--- config.mk ---
export PLATFORM = sky130hd
export DESIGN_NAME = memd_arb
export DESIGN_NICKNAME = d
export VERILOG_FILES = /design/src/rtl/memd_arb.sv
export SDC_FILE = /design/constraint.sdc
export NUM_CORES = 1
export LEC_CHECK = 0
export ABC_AREA = 0
export CAP_MARGIN = 10
export CORE_MARGIN = 2
export CORE_UTILIZATION = 35
export DETAILED_ROUTE_END_ITERATION = 16
export PLACE_DENSITY = 0.86
export SLEW_MARGIN = 40
export SYNTH_ARGS = -nofsm -noshare
export SYNTH_HDL_FRONTEND = slang
export SYNTH_SLANG_ARGS = --single-unit
--- constraint.sdc ---
create_clock -name clk -period 3.6 [get_ports clk]
set_clock_uncertainty 0.1 [all_clocks]
set_input_delay 0.36 -clock clk [delete_from_list [all_inputs] [get_ports clk]]
set_output_delay 0.36 -clock clk [all_outputs]
set_load 0.05 [all_outputs]
--- src/rtl/memd_arb.sv ---
// Arbiter/sequencer sharing the single-ported data memory between speculative loads and committed stores.
// Same-cycle memory drive, 1-cycle response; readies are combinational grants. Build option: MEMD_ARB_RR_EN (round-robin).
`ifndef MEMD_SIZE_LOG
`define MEMD_SIZE_LOG 8
`endif
`ifndef REG_LEN
`define REG_LEN 32
`endif

module memd_arb #(
    parameter int ADDR_W       = `MEMD_SIZE_LOG,
    parameter int DATA_W       = `REG_LEN,
    parameter int TAG_W        = 4,
    parameter int STARVE_LIMIT = 4
) (
    input  logic              clk,
    input  logic              rst,
    input  logic              flush,
    input  logic              ld_req_valid,
    output logic              ld_req_ready,
    input  logic [ADDR_W-1:0] ld_req_addr,
    input  logic [TAG_W-1:0]  ld_req_tag,
    output logic              ld_resp_valid,
    output logic [TAG_W-1:0]  ld_resp_tag,
    output logic [DATA_W-1:0] ld_resp_data,
    input  logic              st_req_valid,
    output logic              st_req_ready,
    input  logic [ADDR_W-1:0] st_req_addr,
    input  logic [DATA_W-1:0] st_req_data,
    output logic              st_done,
    output logic              mem_req_valid,
    output logic              mem_req_rdwt,
    output logic [ADDR_W-1:0] mem_req_addr,
    output logic [DATA_W-1:0] mem_req_data,
    input  logic [DATA_W-1:0] mem_resp_data
);

    logic w_ld_cand;
    logic w_st_cand;
    logic w_ld_wins;
    logic w_ld_gnt;
    logic w_st_gnt;

    logic              r_ld_vld;
    logic [TAG_W-1:0]  r_ld_tag;
    logic [DATA_W-1:0] r_ld_data;
    logic              r_st_done;

    assign w_ld_cand = ld_req_valid & ~flush & ~rst;
    assign w_st_cand = st_req_valid & ~rst;

`ifdef MEMD_ARB_RR_EN
    // 1 = load won the most recent grant, so the store is favoured next
    logic r_last_ld;

    assign w_ld_wins = ~r_last_ld;

    always_ff @(posedge clk) begin
        if (rst) begin
            r_last_ld <= 1'b1;
        end else if (w_ld_gnt) begin
            r_last_ld <= 1'b1;
        end else if (w_st_gnt) begin
            r_last_ld <= 1'b0;
        end
    end
`else
    localparam logic [0:0] ST_STORE_PRI = 1'b0;
    localparam logic [0:0] ST_LOAD_PRI  = 1'b1;
    localparam logic [3:0] LP_STARVE_LIMIT = 4'(STARVE_LIMIT);

    logic [0:0] r_state;
    logic [0:0] w_state_nxt;
    logic [3:0] r_starve;
    logic [3:0] w_starve_nxt;

    assign w_ld_wins = (r_state == ST_LOAD_PRI);

    always_comb begin
        w_starve_nxt = r_starve;
        if (flush || !ld_req_valid || w_ld_gnt) begin
            w_starve_nxt = 4'd0;
        end else if (r_starve != 4'hF) begin
            w_starve_nxt = r_starve + 4'd1;
        end
    end

    // Promotion keys off the updated count so the load wins on the very next cycle
    always_comb begin
        w_state_nxt = r_state;
        case (r_state)
            ST_STORE_PRI: if (w_starve_nxt == LP_STARVE_LIMIT) w_state_nxt = ST_LOAD_PRI;
            ST_LOAD_PRI:  if (w_ld_gnt) w_state_nxt = ST_STORE_PRI;
            default:      w_state_nxt = ST_STORE_PRI;
        endcase
    end

    always_ff @(posedge clk) begin
        if (rst) begin
            r_state  <= ST_STORE_PRI;
            r_starve <= 4'd0;
        end else begin
            r_state  <= w_state_nxt;
            r_starve <= w_starve_nxt;
        end
    end
`endif

    assign w_ld_gnt = w_ld_cand & (~w_st_cand | w_ld_wins);
    assign w_st_gnt = w_st_cand & ~w_ld_gnt;

    assign ld_req_ready = w_ld_gnt;
    assign st_req_ready = w_st_gnt;

    // Idle port is parked as a read of address 0 so nothing is ever written by accident
    always_comb begin
        mem_req_valid = w_ld_gnt | w_st_gnt;
        mem_req_rdwt  = 1'b1;
        mem_req_addr  = '0;
        mem_req_data  = '0;
        if (w_ld_gnt) begin
            mem_req_addr = ld_req_addr;
        end else if (w_st_gnt) begin
            mem_req_rdwt = 1'b0;
            mem_req_addr = st_req_addr;
            mem_req_data = st_req_data;
        end
    end

    always_ff @(posedge clk) begin
        if (rst) begin
            r_ld_vld  <= 1'b0;
            r_ld_tag  <= '0;
            r_ld_data <= '0;
            r_st_done <= 1'b0;
        end else begin
            r_ld_vld  <= w_ld_gnt;
            r_st_done <= w_st_gnt;
            if (w_ld_gnt) begin
                r_ld_tag  <= ld_req_tag;
                r_ld_data <= mem_resp_data;
            end
        end
    end

    // A response due in a flush or reset cycle belongs to squashed work and is dropped
    assign ld_resp_valid = r_ld_vld & ~flush & ~rst;
    assign ld_resp_tag   = r_ld_tag;
    assign ld_resp_data  = r_ld_data;
    assign st_done       = r_st_done & ~rst;

endmodule

==> metrics.yaml, run 1 <==
status:
  status: "finished, final reports clean"
final_layout:
  antenna_cells: 0
  fin_area_sq_mm: 0.00429
  finalNetCount: 498
  area_growth_pct: 108
  drive_gt1_frac: 0.154
grt:
  grtUsageTotal: 0.234
  grt_busiest_layer: "met2"
  grt_util_met2: 0.460
  grt_pass1_wl_um: 11700
  grt_overflow: 0
  grt_antenna_before_repair: 0
  grt_max_degree: 43
  grt_pass1_vias: 2562
  grt_util_met1: 0.223
  use_met3: 0.0876
timing:
  finalHoldViolCount: 0
  post-route-period-util: 0.754
  finalSetupViolCount: 0
  fmax_mhz: 368
  period_needed_ps: 2720
  setup_tns_ps: 0
  slew_viol_final: 0
  worst_pin_slew_ps: 642
  slew_headroom: 0.572
  rsz0062_at_grt: "no"
cts:
  cts_max_level: 2
  insertion_delay_ps: 290
  postCtsSetupBuffers: 0
  ctsHoldBuffers: 0
  clkTransAtPathRegs_ps: 70
  clock_sinks: 43
  cts_tree: "done"
  cts_buffer_depth: 2
  cts_root_buf: "clkbuf_8"
  cts_made_buffers: 5
  cts_resized: 0
floorplanning:
  dieArea_sq_mm: 0.00651
  die_y_um: 80.7
  dieWidth_um: 80.7
  io_pins: 171
  row_count: 27
  start_util: 0.367
  core-area_sq_mm: 0.00561
synthesis:
  synth_commonest_cells: "43 x dfxtp_1, 38 x nand3_1, 37 x a21oi_1, 32 x and2_1, 21 x o21ai_1"
  yosysSeqAreaShare: 0.418
  synth_top_cell_by_area: "dfxtp_1"
  synth_most_common_cell: "dfxtp_1"
  synth.distinct_cells: 27
  yosys-top-cells-area: "dfxtp_1 42%, and2_1 9.7%, nand3_1 9.2%"
  ys_async_sr_fraction: 0
  yosys_warnings: 0
  synth_nets: 339
  synth_top_area_share: 0.418
  synth_ff_type: "dfxtp_1"
  avgSynthCellArea_sq_um: 8.27
  syn_area_sq_mm: 0.00206
  synthCells: 249
  synth_edf_count: 0
  ys_seq_elements: 43
routing:
  firstDrtPassIters: 4
  drc: 0
  finalWirelength_um: 7630
  routedWlPerCell_um: 15.9
  vias: 2470
  drt_iter0_drc: 91
  drtAntennaViolNets: 0
  drt-vias-per-instance: 5.15
power_and_ir_drop:
  vdd_ir_drop_max_uv: 140
  combinationalPowerShare: 0.318
  intPower_uw: 886
  p_leak_nw: 1.59
  switchingPower_uw: 351
  p_clk_frac: 0.286
  p_per_area_mw_per_mm2: 289
  swShare: 0.284
  p_seq_frac: 0.396
worst_setup_path:
  worstPathCellList: "clkdlybuf4s50_1 -> buf_4 -> or3b_4 -> nor2_8 -> a22o_1 -> buf_12"
  rr_endpoint: "ld_resp_data[17]"
  rrSetupSlack_ps: 1820
  reg2regPathDepth: 4
  crit_path_end_kind: "primary output"
  r2r-start: "r_state"
  cp-start-kind: "input pin"
  crit_required_ps: 3140
  cpPeakStageDelay_ps: 620
  cp_max_fo: 39
  arrival_ps: 2260
  timing_worst_setup_path_type: "in2out"
  cpMaxStageDelayCell: "or3b_4"
placement:
  gp_congestion: 0.732
  io_buffers: 170
  place_area_sq_mm: 0.00418
  dp_hpwl_um: 6030
job:
  max_cap_violations: 0
min_path:
  holdPathStages: 2
  worstHoldEndpoint: "ld_resp_data[22]"
  holdCritPathClass: "reg2reg"
  hold_start: "ld_resp_data[22]"
flip-flops by register name (all words and copies together) (netlist names):
| signal | flops |
|---|---|
| r_st_done | 1 |
| ld_resp_data | 32 |
| r_ld_vld | 1 |
| r_starve | 4 |
| r_state | 1 |
| ld_resp_tag | 4 |
cells by family (layout without fill, tap and decap cells):
| group | Yosys count | after routing | share of synthesized area |
|---|---|---|---|
| AND/OR/NAND/NOR | 92 | 92 | 0.270 |
| adder cells (fa/ha/maj) | 1 | 1 | 0.00607 |
| XOR/XNOR | 1 | 1 | 0.00425 |
| buffers and inverters | 26 | 185 | 0.0662 |
| multiplexers | 3 | 3 | 0.0146 |
| AO/OA/AOI/OAI | 83 | 83 | 0.221 |
| flip-flops | 43 | 43 | 0.418 |
layout make-up:
| cell class | count | area (sq um) |
|---|---|---|
| timing repair buffer | 176 | 2160 |
| fill | 382 | 1320 |
| multi-input combinational | 180 | 1060 |
| sequential | 43 | 861 |
| tap | 72 | 90.1 |
| clock buffer | 6 | 72.6 |
| clock inverter | 1 | 30.0 |
| inverter | 2 | 7.51 |
power groups by stage:
| stage | registers [mW] | clock network [mW] | logic [mW] |
|---|---|---|---|
| global route | 0.491 | 0.383 | 0.411 |
| detailed placement | 0.501 | 0 | 0.393 |
| floorplan | 0.529 | 0 | 0.146 |
| finish | 0.490 | 0.354 | 0.393 |
| global placement | 0.500 | 0 | 0.388 |
| CTS | 0.490 | 0.359 | 0.395 |
critical path, delay by kind of cell:
family	cells	cell delay (ps)
buffers and inverters	3	790
and+or+nand+nor	2	860
AOI/OAI and AO/OA	1	220
worst max path at each step:
stage / slack, ps / start / end
after floorplan: 1200 / rst / mem_req_data[22]
after global placement: 920 / rst / mem_req_addr[0]
after detailed placement: 890 / rst / mem_req_addr[6]
after CTS: 890 / rst / mem_req_addr[1]
after global routing: 790 / rst / mem_req_addr[1]
final: 880 / rst / mem_req_addr[6]
through the flow:
| stage | std cells | hold WS, ps | power (mW) | utilization | setup slack (ps) |
|---|---|---|---|---|---|
| after floorplan | 249 | 360 | 0.676 | - | 1200 |
| after CTS | 480 | 384 | 1.24 | 0.764 | 888 |
| after global placement | 473 | 361 | 0.888 | 0.746 | 923 |
| after detailed placement | 473 | 371 | 0.894 | 0.746 | 890 |
| final | 480 | 384 | 1.24 | 0.764 | 884 |
| after global routing | 480 | 396 | 1.28 | 0.764 | 786 |
layout by cell type (no fill, tap or decap), drive strengths merged:
cell,n
buf,51
and3b,1
nor2b,3
inv,2
mux2i,3
and2,32
nand3,38
nor4,1
o21ai,36
bufinv,1
ha,1
a22o,8
nand2,2
nor3b,3
dfxtp,43
a21oi,38
nor2,8
a41o,1
nand2b,3
clkbuf,6
xnor2,1
clkdlybuf4s50,125
or3b,1
per-layer routing:
layer / vias up / part of all wire
met5: - / 0
li1: 1183 / -
met1: 1149 / 0.34
met4: 0 / 0.015
met2: 127 / 0.55
met3: 11 / 0.090
No activity file was read; power rests on OpenSTA's default activity.
==> run 2: changes to the inputs <==
--- a/config.mk
+++ b/config.mk
@@ -8,9 +8,9 @@
 export ABC_AREA = 0
 export CAP_MARGIN = 10
 export CORE_MARGIN = 2
-export CORE_UTILIZATION = 35
+export CORE_UTILIZATION = 32
 export DETAILED_ROUTE_END_ITERATION = 16
-export PLACE_DENSITY = 0.86
+export PLACE_DENSITY = 0.8
 export SLEW_MARGIN = 40
 export SYNTH_ARGS = -nofsm -noshare
 export SYNTH_HDL_FRONTEND = slang
==> constraint.sdc (replaced) <==
create_clock -name clk -period 2.5 [get_ports clk]
set_clock_uncertainty 0.1 [all_clocks]
set_input_delay 0.25 -clock clk [delete_from_list [all_inputs] [get_ports clk]]
set_output_delay 0.25 -clock clk [all_outputs]
set_load 0.05 [all_outputs]
==> metrics.yaml, run 2 (synthesis results as in run 1) <==
placement:
  gp_congestion: 0.778
  dp_hpwl_um: 5750
  io_buffers: 170
routing:
  drt-vias-per-instance: 4.97
  top_layer: "met4"
  finalWirelength_um: 7340
  drc: 0
  drtAntennaViolNets: 0
  firstDrtPassIters: 4
  vias: 2422
  routedWlPerCell_um: 15.1
  met2RoutedLength_um: 3850
  met1_length_um: 2770
  wl_met3_um: 592
  drt_iter0_drc: 145
cts:
  ctsHoldBuffers: 0
  cts_root_buf: "clkbuf_8"
  cts_max_level: 2
  cts_made_buffers: 5
  cts_resized: 0
  cts_buffer_depth: 2
  insertion_delay_ps: 280
  postCtsSetupBuffers: 0
  cts_tree: "done"
  clkTransAtPathRegs_ps: 80
  clock_sinks: 43
grt:
  grt_max_degree: 39
  grtUsageTotal: 0.205
  grt_pass1_vias: 2476
  grt_antenna_before_repair: 0
  grt_overflow: 0
  grt_pass1_wl_um: 11800
floorplanning:
  start_util: 0.328
  io_pins: 171
  row_count: 29
  core-area_sq_mm: 0.00628
  dieArea_sq_mm: 0.00709
  dieWidth_um: 84.2
  die_y_um: 84.2
final_layout:
  largest_register_ffs: 32
  drive_gt1_frac: 0.161
  n_fill_cell: 489
  layout_commonest_cell: "clkdlybuf4s50_1"
  finalNetCount: 500
  antenna_cells: 0
  area_growth_pct: 109
  multi_input_area_sq_mm: 0.00107
  ff_latch_area_sq_um: 861
  final_cell_mix: "124 x clkdlybuf4s50_1, 43 x dfxtp_1, 42 x buf_12, 38 x nand3_1, 37 x a21oi_1"
status:
  status: "finished, final reports clean"
worst_setup_path:
  crit_path_end_kind: "primary output"
  reg2regPathDepth: 4
  arrival_ps: 1790
  crit_required_ps: 2150
  cp_max_fo: 22
  cp-start-kind: "input pin"
  timing_worst_setup_path_type: "in2out"
job:
  max_cap_violations: 0
timing:
  fmax_mhz: 467
  slew_viol_final: 0
  setup_tns_ps: 0
  finalHoldViolCount: 0
  post-route-period-util: 0.857
  period_needed_ps: 2140
  worst_pin_slew_ps: 541
  finalSetupViolCount: 0
  rsz0062_at_grt: "no"
  slew_headroom: 0.638
power_and_ir_drop:
  p_clk_frac: 0.286
  combinationalPowerShare: 0.318
  power_mw: 1.78
  p_per_area_mw_per_mm2: 414
  intPower_mw: 1.28
  p_seq_frac: 0.396
  p_leak_nw: 1.61
  vdd_ir_drop_max_uv: 309
  swShare: 0.283
  switchingPower_uw: 504
min_path:
  holdCritPathClass: "in2reg"
  holdPathStages: 2
-- run 2: cell count changes in the layout (fill, tap and decap cells not counted), sizes merged --
cell and change:
clkdlybuf4s50 -1, buf +3
-- run 2: worst paths after layout --
check / from / end / slack, ps
hold reg to reg: ld_resp_tag[2] / ld_resp_tag[2] / 380
setup / recovery: flush / mem_req_addr[2] / 360
setup reg to reg: r_state / ld_resp_data[8] / 1080
hold / removal: rst / ld_resp_tag[2] / 280
-- run 2: layout make-up --
type	instances	area share
tap	77	0.0224
inverter	2	0.00174
clock inverter	1	0.00697
clock buffer	6	0.0169
timing repair buffer	178	0.504
multi-input combinational	180	0.248
sequential	43	0.200
-- run 2: metal layers --
| layer | up-vias | GRT usage |
|---|---|---|
| met5 | - | 0 |
| met4 | 0 | 0.0572 |
| met3 | 10 | 0.0718 |
| met2 | 95 | 0.369 |
| met1 | 1127 | 0.227 |
| li1 | 1190 | - |
-- run 2: stage by stage --
step / worst slack [ps] / hold WS (ps) / area (sq um) / utilization / std cells
after detailed placement: 342 / 369 / 4200 / 0.670 / 480
after floorplan: 316 / 298 / 2060 / - / 249
after CTS: 350 / 273 / 4310 / 0.686 / 487
after global placement: 395 / 360 / 4200 / 0.670 / 480
final: 357 / 276 / 4310 / 0.686 / 487
after global routing: 240 / 286 / 4310 / 0.686 / 487
-- run 2: worst max-delay path: stages --
cell and delay, ps:
clkdlybuf4s50_1 510, nor2b_1 320, a21oi_2 110, buf_4 210, a22o_1 230, buf_12 160
-- run 2: power groups by stage --
stage	Combinational, mW	Sequential [mW]	Clock, mW
2_1_floorplan	0.211	0.762	0
3_3_place_gp	0.564	0.720	0
3_5_place_dp	0.569	0.721	0
4_1_cts	0.571	0.705	0.522
5_1_grt	0.594	0.707	0.564
6_report	0.567	0.705	0.509
